===== config.mk =====
export PLATFORM = sky130hd
export DESIGN_NAME = multdiv_ctrl_flat
export DESIGN_NICKNAME = d
export VERILOG_FILES = /design/src/rtl/multdiv_ctrl_pkg.sv /design/src/rtl/multdiv_ctrl_if.sv /design/src/rtl/multdiv_ctrl_addsub_unit.sv /design/src/rtl/multdiv_ctrl.sv /design/src/flat_wrapper.sv
export SDC_FILE = /design/constraint.sdc
export NUM_CORES = 1
export LEC_CHECK = 0
export CAP_MARGIN = 5
export CORE_UTILIZATION = 41
export CTS_CLUSTER_SIZE = 25
export DETAILED_ROUTE_END_ITERATION = 10
export GPL_TIMING_DRIVEN = 0
export PLACE_DENSITY = 0.71
export SYNTH_ARGS = -nofsm -noshare
export SYNTH_HDL_FRONTEND = slang
export SYNTH_SLANG_ARGS = --single-unit

===== constraint.sdc =====
create_clock -name clock -period 5.6 [get_ports clock]
set_input_delay 0.84 -clock clock [delete_from_list [all_inputs] [get_ports clock]]
set_output_delay 0.84 -clock clock [all_outputs]
set_load 0.01 [all_outputs]

===== src/rtl/multdiv_ctrl_pkg.sv =====
// Shared definitions for the sequential multiply/divide unit: state and op encodings,
// default datapath width.
package multdiv_ctrl_pkg;

  localparam int unsigned DefaultWidth = 32;

  localparam logic [1:0] StIdle = 2'd0;
  localparam logic [1:0] StRun  = 2'd1;
  localparam logic [1:0] StFix  = 2'd2;
  localparam logic [1:0] StDone = 2'd3;

  typedef enum logic {
    OpMult = 1'b0,
    OpDiv  = 1'b1
  } op_e;

endpackage


===== src/rtl/multdiv_ctrl_if.sv =====
// Execute-stage <-> multiply/divide unit interface. The pipeline side is the master,
// the unit is the slave.
interface multdiv_ctrl_if
  import multdiv_ctrl_pkg::*;
#(
  parameter int unsigned WIDTH = DefaultWidth
);

  logic [WIDTH-1:0] data_operandA;
  logic [WIDTH-1:0] data_operandB;
  logic             ctrl_MULT;
  logic             ctrl_DIV;
  logic [WIDTH-1:0] data_result;
  logic             data_exception;
  logic             data_resultRDY;
  logic             busy;

  modport master (
    output data_operandA, data_operandB, ctrl_MULT, ctrl_DIV,
    input  data_result, data_exception, data_resultRDY, busy
  );

  modport slave (
    input  data_operandA, data_operandB, ctrl_MULT, ctrl_DIV,
    output data_result, data_exception, data_resultRDY, busy
  );

endinterface


===== src/rtl/multdiv_ctrl_addsub_unit.sv =====
// The single adder/subtractor shared by the Booth step and the restoring-divide trial
// subtract. carry_o is the unsigned carry-out (no borrow when subtracting).
module addsub_unit #(
  parameter int unsigned Width = 33
) (
  input  logic [Width-1:0] a_i,
  input  logic [Width-1:0] b_i,
  input  logic             sub_i,
  output logic [Width-1:0] sum_o,
  output logic             carry_o
);

  logic [Width:0] full;

  assign full    = {1'b0, a_i} + {1'b0, (sub_i ? ~b_i : b_i)} + {{Width{1'b0}}, sub_i};
  assign sum_o   = full[Width-1:0];
  assign carry_o = full[Width];

endmodule


===== src/rtl/multdiv_ctrl.sv =====
// Sequential signed multiply (radix-2 Booth) / divide (restoring, on magnitudes) unit.
// One iteration per cycle over a shared adder; registered result with a one-cycle ready pulse.
module multdiv_ctrl
  import multdiv_ctrl_pkg::*;
#(
  parameter int unsigned WIDTH = DefaultWidth
) (
  input logic           clock,
  input logic           reset,
  multdiv_ctrl_if.slave bus
);

  localparam int unsigned     CntW    = $clog2(WIDTH) + 1;
  localparam logic [CntW-1:0] LastCnt = CntW'(WIDTH - 1);

  logic [1:0]       state_q, state_d;
  logic [CntW-1:0]  cnt_q, cnt_d;
  op_e              op_q, op_d;
  // acc_q: Booth high half (one guard bit) or divide partial remainder.
  // lo_q:  Booth multiplier / product low half, or dividend shifting into quotient.
  logic [WIDTH:0]   acc_q, acc_d;
  logic [WIDTH-1:0] lo_q, lo_d;
  logic             qm1_q, qm1_d;
  logic [WIDTH-1:0] opb_q, opb_d;
  logic             neg_q, neg_d;
  logic             dbz_q, dbz_d;
  logic [WIDTH-1:0] result_q, result_d;
  logic             exc_q, exc_d;
  logic             rdy_q, rdy_d;

  logic             start;
  logic [WIDTH-1:0] opa_mag, opb_mag;
  logic [WIDTH:0]   shifted_rem;
  logic [WIDTH:0]   as_a, as_b, as_sum;
  logic             as_sub, as_carry;
  logic [WIDTH:0]   booth_acc;
  logic             mult_ovf;
  logic [WIDTH-1:0] quot;
  logic [WIDTH-1:0] fix_result;
  logic             fix_exc;

  assign start = (bus.ctrl_MULT | bus.ctrl_DIV) & ((state_q == StIdle) | (state_q == StDone));

  assign opa_mag = bus.data_operandA[WIDTH-1] ? -bus.data_operandA : bus.data_operandA;
  assign opb_mag = bus.data_operandB[WIDTH-1] ? -bus.data_operandB : bus.data_operandB;

  assign shifted_rem = {acc_q[WIDTH-1:0], lo_q[WIDTH-1]};

  always_comb begin
    if (op_q == OpMult) begin
      as_a   = acc_q;
      as_b   = {opb_q[WIDTH-1], opb_q};
      as_sub = lo_q[0] & ~qm1_q;
    end else begin
      as_a   = shifted_rem;
      as_b   = {1'b0, opb_q};
      as_sub = 1'b1;
    end
  end

  addsub_unit #(
    .Width (WIDTH + 1)
  ) u_addsub (
    .a_i     (as_a),
    .b_i     (as_b),
    .sub_i   (as_sub),
    .sum_o   (as_sum),
    .carry_o (as_carry)
  );

  // Booth pair {q0, q-1}: 01 adds, 10 subtracts, 00/11 leave the accumulator alone.
  assign booth_acc = (lo_q[0] ^ qm1_q) ? as_sum : acc_q;

  assign mult_ovf   = acc_q[WIDTH-1:0] != {WIDTH{lo_q[WIDTH-1]}};
  assign quot       = neg_q ? -lo_q : lo_q;
  assign fix_result = (op_q == OpMult) ? lo_q : (dbz_q ? '0 : quot);
  // A positive quotient with the top bit set can only be INT_MIN / -1.
  assign fix_exc    = (op_q == OpMult) ? mult_ovf : (dbz_q | (~neg_q & lo_q[WIDTH-1]));

  always_comb begin
    state_d = state_q;
    unique case (state_q)
      StIdle:  if (start) state_d = StRun;
      StRun:   if (cnt_q == LastCnt) state_d = StFix;
      StFix:   state_d = StDone;
      StDone:  state_d = start ? StRun : StIdle;
      default: state_d = StIdle;
    endcase
  end

  // A start taken in DONE abandons the pending ready pulse.
  assign rdy_d = (state_q == StDone) & ~start;

  always_comb begin
    cnt_d    = cnt_q;
    op_d     = op_q;
    acc_d    = acc_q;
    lo_d     = lo_q;
    qm1_d    = qm1_q;
    opb_d    = opb_q;
    neg_d    = neg_q;
    dbz_d    = dbz_q;
    result_d = result_q;
    exc_d    = exc_q;
    if (start) begin
      cnt_d = '0;
      acc_d = '0;
      qm1_d = 1'b0;
      neg_d = bus.data_operandA[WIDTH-1] ^ bus.data_operandB[WIDTH-1];
      dbz_d = bus.data_operandB == '0;
      if (bus.ctrl_MULT) begin
        op_d  = OpMult;
        lo_d  = bus.data_operandB;
        opb_d = bus.data_operandA;
      end else begin
        op_d  = OpDiv;
        lo_d  = opa_mag;
        opb_d = opb_mag;
      end
    end else if (state_q == StRun) begin
      cnt_d = cnt_q + CntW'(1);
      if (op_q == OpMult) begin
        acc_d = {booth_acc[WIDTH], booth_acc[WIDTH:1]};
        lo_d  = {booth_acc[0], lo_q[WIDTH-1:1]};
        qm1_d = lo_q[0];
      end else begin
        acc_d = as_carry ? as_sum : shifted_rem;
        lo_d  = {lo_q[WIDTH-2:0], as_carry};
      end
    end else if (state_q == StFix) begin
      result_d = fix_result;
      exc_d    = fix_exc;
    end
  end

  always_ff @(posedge clock) begin
    if (reset) begin
      state_q  <= StIdle;
      cnt_q    <= '0;
      op_q     <= OpMult;
      acc_q    <= '0;
      lo_q     <= '0;
      qm1_q    <= 1'b0;
      opb_q    <= '0;
      neg_q    <= 1'b0;
      dbz_q    <= 1'b0;
      result_q <= '0;
      exc_q    <= 1'b0;
      rdy_q    <= 1'b0;
    end else begin
      state_q  <= state_d;
      cnt_q    <= cnt_d;
      op_q     <= op_d;
      acc_q    <= acc_d;
      lo_q     <= lo_d;
      qm1_q    <= qm1_d;
      opb_q    <= opb_d;
      neg_q    <= neg_d;
      dbz_q    <= dbz_d;
      result_q <= result_d;
      exc_q    <= exc_d;
      rdy_q    <= rdy_d;
    end
  end

  assign bus.data_result    = result_q;
  assign bus.data_exception = exc_q;
  assign bus.data_resultRDY = rdy_q;
  assign bus.busy           = (state_q == StRun) | (state_q == StFix);

endmodule


===== src/flat_wrapper.sv =====
// flat-port wrapper written by rule: the top's interface ports become plain ports
module multdiv_ctrl_flat import multdiv_ctrl_pkg::*;
#(
  parameter int unsigned WIDTH = DefaultWidth
)
  (clock, reset, bus_data_operandA, bus_data_operandB, bus_ctrl_MULT, bus_ctrl_DIV, bus_data_result, bus_data_exception, bus_data_resultRDY, bus_busy);
  multdiv_ctrl_if #(.WIDTH(WIDTH)) bus_i ();
  input logic clock;
  input logic reset;
  input wire logic [$bits(bus_i.data_operandA)-1:0] bus_data_operandA;
  input wire logic [$bits(bus_i.data_operandB)-1:0] bus_data_operandB;
  input wire logic [$bits(bus_i.ctrl_MULT)-1:0] bus_ctrl_MULT;
  input wire logic [$bits(bus_i.ctrl_DIV)-1:0] bus_ctrl_DIV;
  output wire logic [$bits(bus_i.data_result)-1:0] bus_data_result;
  output wire logic [$bits(bus_i.data_exception)-1:0] bus_data_exception;
  output wire logic [$bits(bus_i.data_resultRDY)-1:0] bus_data_resultRDY;
  output wire logic [$bits(bus_i.busy)-1:0] bus_busy;
  assign bus_i.data_operandA = bus_data_operandA;
  assign bus_i.data_operandB = bus_data_operandB;
  assign bus_i.ctrl_MULT = bus_ctrl_MULT;
  assign bus_i.ctrl_DIV = bus_ctrl_DIV;
  assign bus_data_result = bus_i.data_result;
  assign bus_data_exception = bus_i.data_exception;
  assign bus_data_resultRDY = bus_i.data_resultRDY;
  assign bus_busy = bus_i.busy;
  multdiv_ctrl #(.WIDTH(WIDTH)) u_core (.clock(clock), .reset(reset), .bus(bus_i));
endmodule

Yosys cells after proc, flatten, opt, wreduce, memory -nomap -nowiden:

Index checks and enable logic that the tools add are counted.

* flip-flop bits (word level): 143
* input port bits: 68
* output and inout port bits: 35
* word-level logic and storage cells: 71

* add/subtract/negate cells: 6
* eq/ne operators: 7
* multiplexer cells: 23
* bitwise logic cells: 16
* reductions and logical operators: 7

Operator list (number)
* $mux 32: 10
* $mux 33: 6
* $neg 32->32: 3
* $add 33x33->34: 1
* $add 34x1->34: 1
* $not 33->33: 1
* $logic_not 32->1: 1
* $ne 32x32->1: 1
* $pmux 2 s4: 1
* $add 6x1->6 const B: 1
* $eq 6x5->1 const B: 1
* $not 1->1: 5
* $and 1x1->1: 4
* $eq 2x2->1 const B: 2
* $mux 1: 4
* $mux 2: 2
* $ne 2x1->1 const B: 2
* $or 1x1->1: 4
* $reduce_and 2->1: 2
* $reduce_and 3->1: 1
* $eq 2x1->1 const B: 1
* $logic_not 2->1: 1
* $reduce_bool 2->1: 1
* $reduce_or 2->1: 1
* $xor 1x1->1: 2

Logic depth before layout (Yosys ltp):

* depth after elaboration: 10
* depth in mapped cells: 16
* depth with buffers taken out: 13

Hierarchy:

From an unflattened synthesis, not the netlist that was laid out.

* cell total of the unflattened synthesis: 1632
* area total of the unflattened synthesis: 12565.8 um^2

By module, submodules not included
* multdiv_ctrl: instances 1, cells each 1315, area an instance 10284.9 um^2, sequential area each 2862.7 um^2
* addsub_unit: instances 1, cells each 317, area an instance 2280.9 um^2, sequential area each 0.0 um^2

Least setup slack after synthesis:

No wires, ideal clock.

* kind: register to register
* from: register u_core.op_q
* to: register u_core.acc_q[10]
* setup time: 0.117 ns
* arrival: 4.119 ns
* required time: 5.483 ns
* setup slack: 1.363 ns
* stages on the path, launching flop included: 16
* path buffers: 5
* clock period less this slack: 4.237 ns
* cells stage by stage: dfxtp_1 buf_6 clkbuf_1 buf_1 clkbuf_1 mux2_2 ha_1 clkbuf_1 and3_1 and2_1 nand2_1 o31ai_1 nor4_4 or2_4 a211o_1 a32o_1

* cells in the longest elaborated chain, start to end: 7
* elaborated cells between the ends (all ways): 10
* classes of those cells: add/sub (2); mux (7); bitwise (1)

RTL lines
* from (decl): RTL line multdiv_ctrl.sv:18 `op_e op_q, op_d;`
* from (signal assigned): RTL line multdiv_ctrl.sv:140 `op_q <= OpMult;`
* from (signal assigned): RTL line multdiv_ctrl.sv:153 `op_q <= op_d;`
* $mux 33: RTL line multdiv_ctrl.sv:50 `if (op_q == OpMult) begin`
* $not 33->33: RTL line multdiv_ctrl_addsub_unit.sv:15 `assign full = {1'b0, a_i} + {1'b0, (sub_i ? ~b_i : b_i)} + {{Width{1'b0}}, sub_i};`
* $mux 33: RTL line multdiv_ctrl_addsub_unit.sv:15
* $add 33x33->34: RTL line multdiv_ctrl_addsub_unit.sv:15
* $add 34x1->34: RTL line multdiv_ctrl_addsub_unit.sv:15
* $mux 33: RTL line multdiv_ctrl.sv:127 `acc_d = as_carry ? as_sum : shifted_rem;`
* $mux 33 (*): RTL line multdiv_ctrl.sv:122 `if (op_q == OpMult) begin`
* to (signal assigned): RTL line multdiv_ctrl.sv:141 `acc_q <= '0;`
* to (signal assigned): RTL line multdiv_ctrl.sv:154 `acc_q <= acc_d;`
* to (decl): RTL line multdiv_ctrl.sv:21 `logic [WIDTH:0] acc_q, acc_d;`

Mark *: on every way between the ends. The rest lies on a longest branch, timed or not.
A chain may end at the register's enable or synchronous reset.

Worst setup path after layout:

Ends and elaborated chain as after synthesis.

==> flow_summary.toml <==
[floorplan]
core_sq_um = 29100
die_x_microns = 175
die_area_sq_um = 30600
rows = 62
die_h_microns = 175
start_util_pct = 42.2
io_pins = 103

[sta]
setup_violations = 0
period_minus_slack_ns = 5.48
hold_viol = 0
relSlewSlack_pct = 37.0
timing.hold.ws_ns = 0.468
finalMaxSlewViolations = 0
period_share_pct = 97.8
max_freq_ghz = 0.183
tightest_slew_ns = 0.922
layout_setup_ws_ns = 0.121
rsz0062_at_grt = "false"
skew_ns = 0.0133

[detailed_routing]
viasPerCell = 6.29
wl_per_cell_microns = 21.6
antenna_left = 0
drt_iter0_drc = 1391
vias = 13900
drc = 0
dr.pass1.iters = 7
routed_wl_microns = 47800

[power_and_ir_drop]
max-vdd-ir-drop_uv = 274
p_clk_share_pct = 14.9
p_int_uw = 3930
pwr-share-comb_pct = 64.9
switchingPower_uw = 4420
seq_power_share_pct = 20.2
p_leak_uw = 0.00507
switching_share_pct = 52.9
powerDensity_nw_per_um2 = 579

[yosys]
synthSimpleGateAreaFrac_pct = 21.9
ys_types = 77
syn-num-nets = 1807
synth_mux_area_share_pct = 7.27
synthCells = 1696
synthArstFlopShare_pct = 0
synthXorXnorAreaFrac_pct = 8.92
synth_compound_area_share_pct = 29.0
yosysWarnings = 0
synth_top_family_by_area = "compound AO/OA/AOI/OAI gates"
yosysSeqAreaShare_pct = 23.3
ys_ff_latch = 143
synth_fa_ha_area_share_pct = 4.44
yosys.area.top_type_share_pct = 23.3
avgSynthCellArea_sq_um = 7.24
synth_ff_type = "dfxtp_1"
synth_top_area_cell = "dfxtp_1"
synth_edf_count = 0
synthTopCellsByArea = "dfxtp_1 (23%), nand2_1 (7.0%), o21ai_0 (6.8%)"
synth_area_sq_um = 12300

[global_routing]
track_usage_pct = 30.7
antenna_found_initial = 0
grt-ovfl-total = 0
first_global_vias = 12900
grt_max_degree = 17
grt_pass1_wl_microns = 73100

[critical_path]
crit_fanout = 10
cp_data_arrival_time_ns = 5.81
required_ns = 5.93
worst-setup-path-type = "reg2reg"
critPathLaunchType = "register"
end_kind = "register"

[cts]
post_cts_buffers = 0
cts_max_level = 4
clock_path_buffers = 2
clk_latency_ns = 0.44
clock_sinks = 143
cts_root_buf = "clkbuf_16"
cts_tree = "built"
cts.clk_slew.worst_paths_ns = 0.06
cts-buffers-inserted = 17
ctsHoldBuffers = 0

[placement]
globalplace.congestion = 0.993
hpwl_microns = 36800
pre_cts_slack_ns = -0.210
port-buffer-count = 102

[cells_and_area]
area_delta_synth_final_pct = 17.4
final_nets = 1928
num_antenna_cells = 0
drive_gt1_share_pct = 5.85
postLayoutCoreUtil_pct = 49.5

[run_status]
status = "finished, final reports clean"

[flow_run]
cap_violations = 0

[worst_hold_path]
hold_class = "reg2reg"
==> cell usage in the layout, fill, tap and decap left out, types with 25 or more instances in the layout <==
cell,instances
nor3_1,32
a21oi_1,131
nand3_1,27
nand2_1,229
o31ai_1,25
o21ai_0,166
clkbuf_1,104
mux2_2,33
ha_1,42
inv_1,29
a211oi_1,50
xnor2_1,57
mux2i_1,52
o211ai_1,26
xor2_1,68
dfxtp_1,143
clkdlybuf4s50_1,102
nor2_1,177
==> sequential cells by signal (all words and copies together) (netlist names) <==
name	count
u_core.acc_q	33
u_core.bus.data_exception	1
u_core.bus.data_result	32
u_core.bus.data_resultRDY	1
u_core.cnt_q	6
u_core.dbz_q	1
u_core.lo_q	32
u_core.neg_q	1
u_core.op_q	1
u_core.opb_q	32
u_core.qm1_q	1
u_core.state_q	2
==> per-stage QoR <==
stage | total power [uW] | area, sq um | TNS [ns] | cells
after floorplan | 5230 | 12300 | 0 | 1696
after global placement | 6850 | 13800 | -2.45 | 2182
after detailed placement | 6910 | 13800 | -1.78 | 2182
after CTS | 8160 | 14400 | 0 | 2214
after global routing | 8860 | 14400 | 0 | 2214
final | 8350 | 14400 | 0 | 2214
==> what timing repair did <==
item	CTS	global route
pin swaps	0	0
endpoints found under the setup margin	19	29
resized for setup	3	3
==> power groups by stage <==
stage	combinational [uW]	sequential (uW)	clock, uW
global route	5850	1710	1300
finish	5420	1690	1240
global placement	5180	1670	0
floorplan	3640	1590	0
detailed placement	5220	1680	0
CTS	5260	1660	1240
==> layout make-up <==
class / count / area [sq um]
plain buffers: 130 / 532
clock buffers: 17 / 425
clock inverters: 15 / 196
fillers: 2931 / 14700
inverters: 30 / 113
multi-input cells: 1393 / 8780
flip-flops and latches: 143 / 2860
well taps: 384 / 480
repair buffers: 102 / 1020
==> path summary, 6_finish.rpt <==
kind | startpoint | slack, ns | end | cells after the start
setup / recovery | u_core.op_q | 0.12 | u_core.acc_q[10] | 15
setup reg to reg | u_core.op_q | 0.12 | u_core.acc_q[10] | 15
hold reg to reg | u_core.qm1_q | 0.47 | u_core.qm1_q | 2
hold / removal | u_core.qm1_q | 0.47 | u_core.qm1_q | 2
==> logic make-up (layout without fill, tap and decap cells) <==
logic type               count (synthesis)  after routing
flip-flops                             143            143
AND/OR/NAND/NOR                        590            590
AO/OA/AOI/OAI                          550            550
multiplexers                            85             85
XOR/XNOR                               125            125
adder cells (fa/ha/maj)                 43             43
buffers and inverters                  160            294
==> cell usage after synthesis, drive strengths merged, types with 6 or more instances <==
library cell and instances:
nand2 229, nor2 178, o21ai 168, dfxtp 143
a21oi 131, clkbuf 108, xor2 68, xnor2 57
mux2i 52, a211oi 51, ha 42, mux2 33
nor3 32, inv 29, nand3 27, o31ai 27
o211ai 26, nor4 24, buf 22, a311oi 18
nand2b 16, nand4 16, a21o 14, or3 14
o41ai 13, or4 13, a32o 11, a22oi 10
o22ai 10, or2 10, o21a 9, a31oi 8
and2 8, o221ai 7, nor2b 6, o211a 6
==> critical path, stage by stage, from the launching register on <==
cell and delay [ns]:
dfxtp_1 0.33, buf_6 0.16, clkbuf_1 0.55, clkbuf_2 0.42, clkbuf_1 0.55, mux2_2 0.42
ha_1 0.34, a21o_1 0.21, a21oi_1 0.13, o21ai_0 0.10, a211o_1 0.38, o22ai_1 0.55
clkbuf_1 0.57, nor3b_1 0.10, a211o_1 0.28, a32o_1 0.24
==> metal layers <==
metal  part of all wire [%]  vias to the layer above  global-route usage [%]
met5                      0                        -                       0
met4                    5.0                        0                    16.2
met3                    9.5                      154                    5.92
met2                     44                      808                    46.7
met1                     42                     6545                    40.8
li1                       -                     6418                       -
Power figures use the tool's default switching activity.
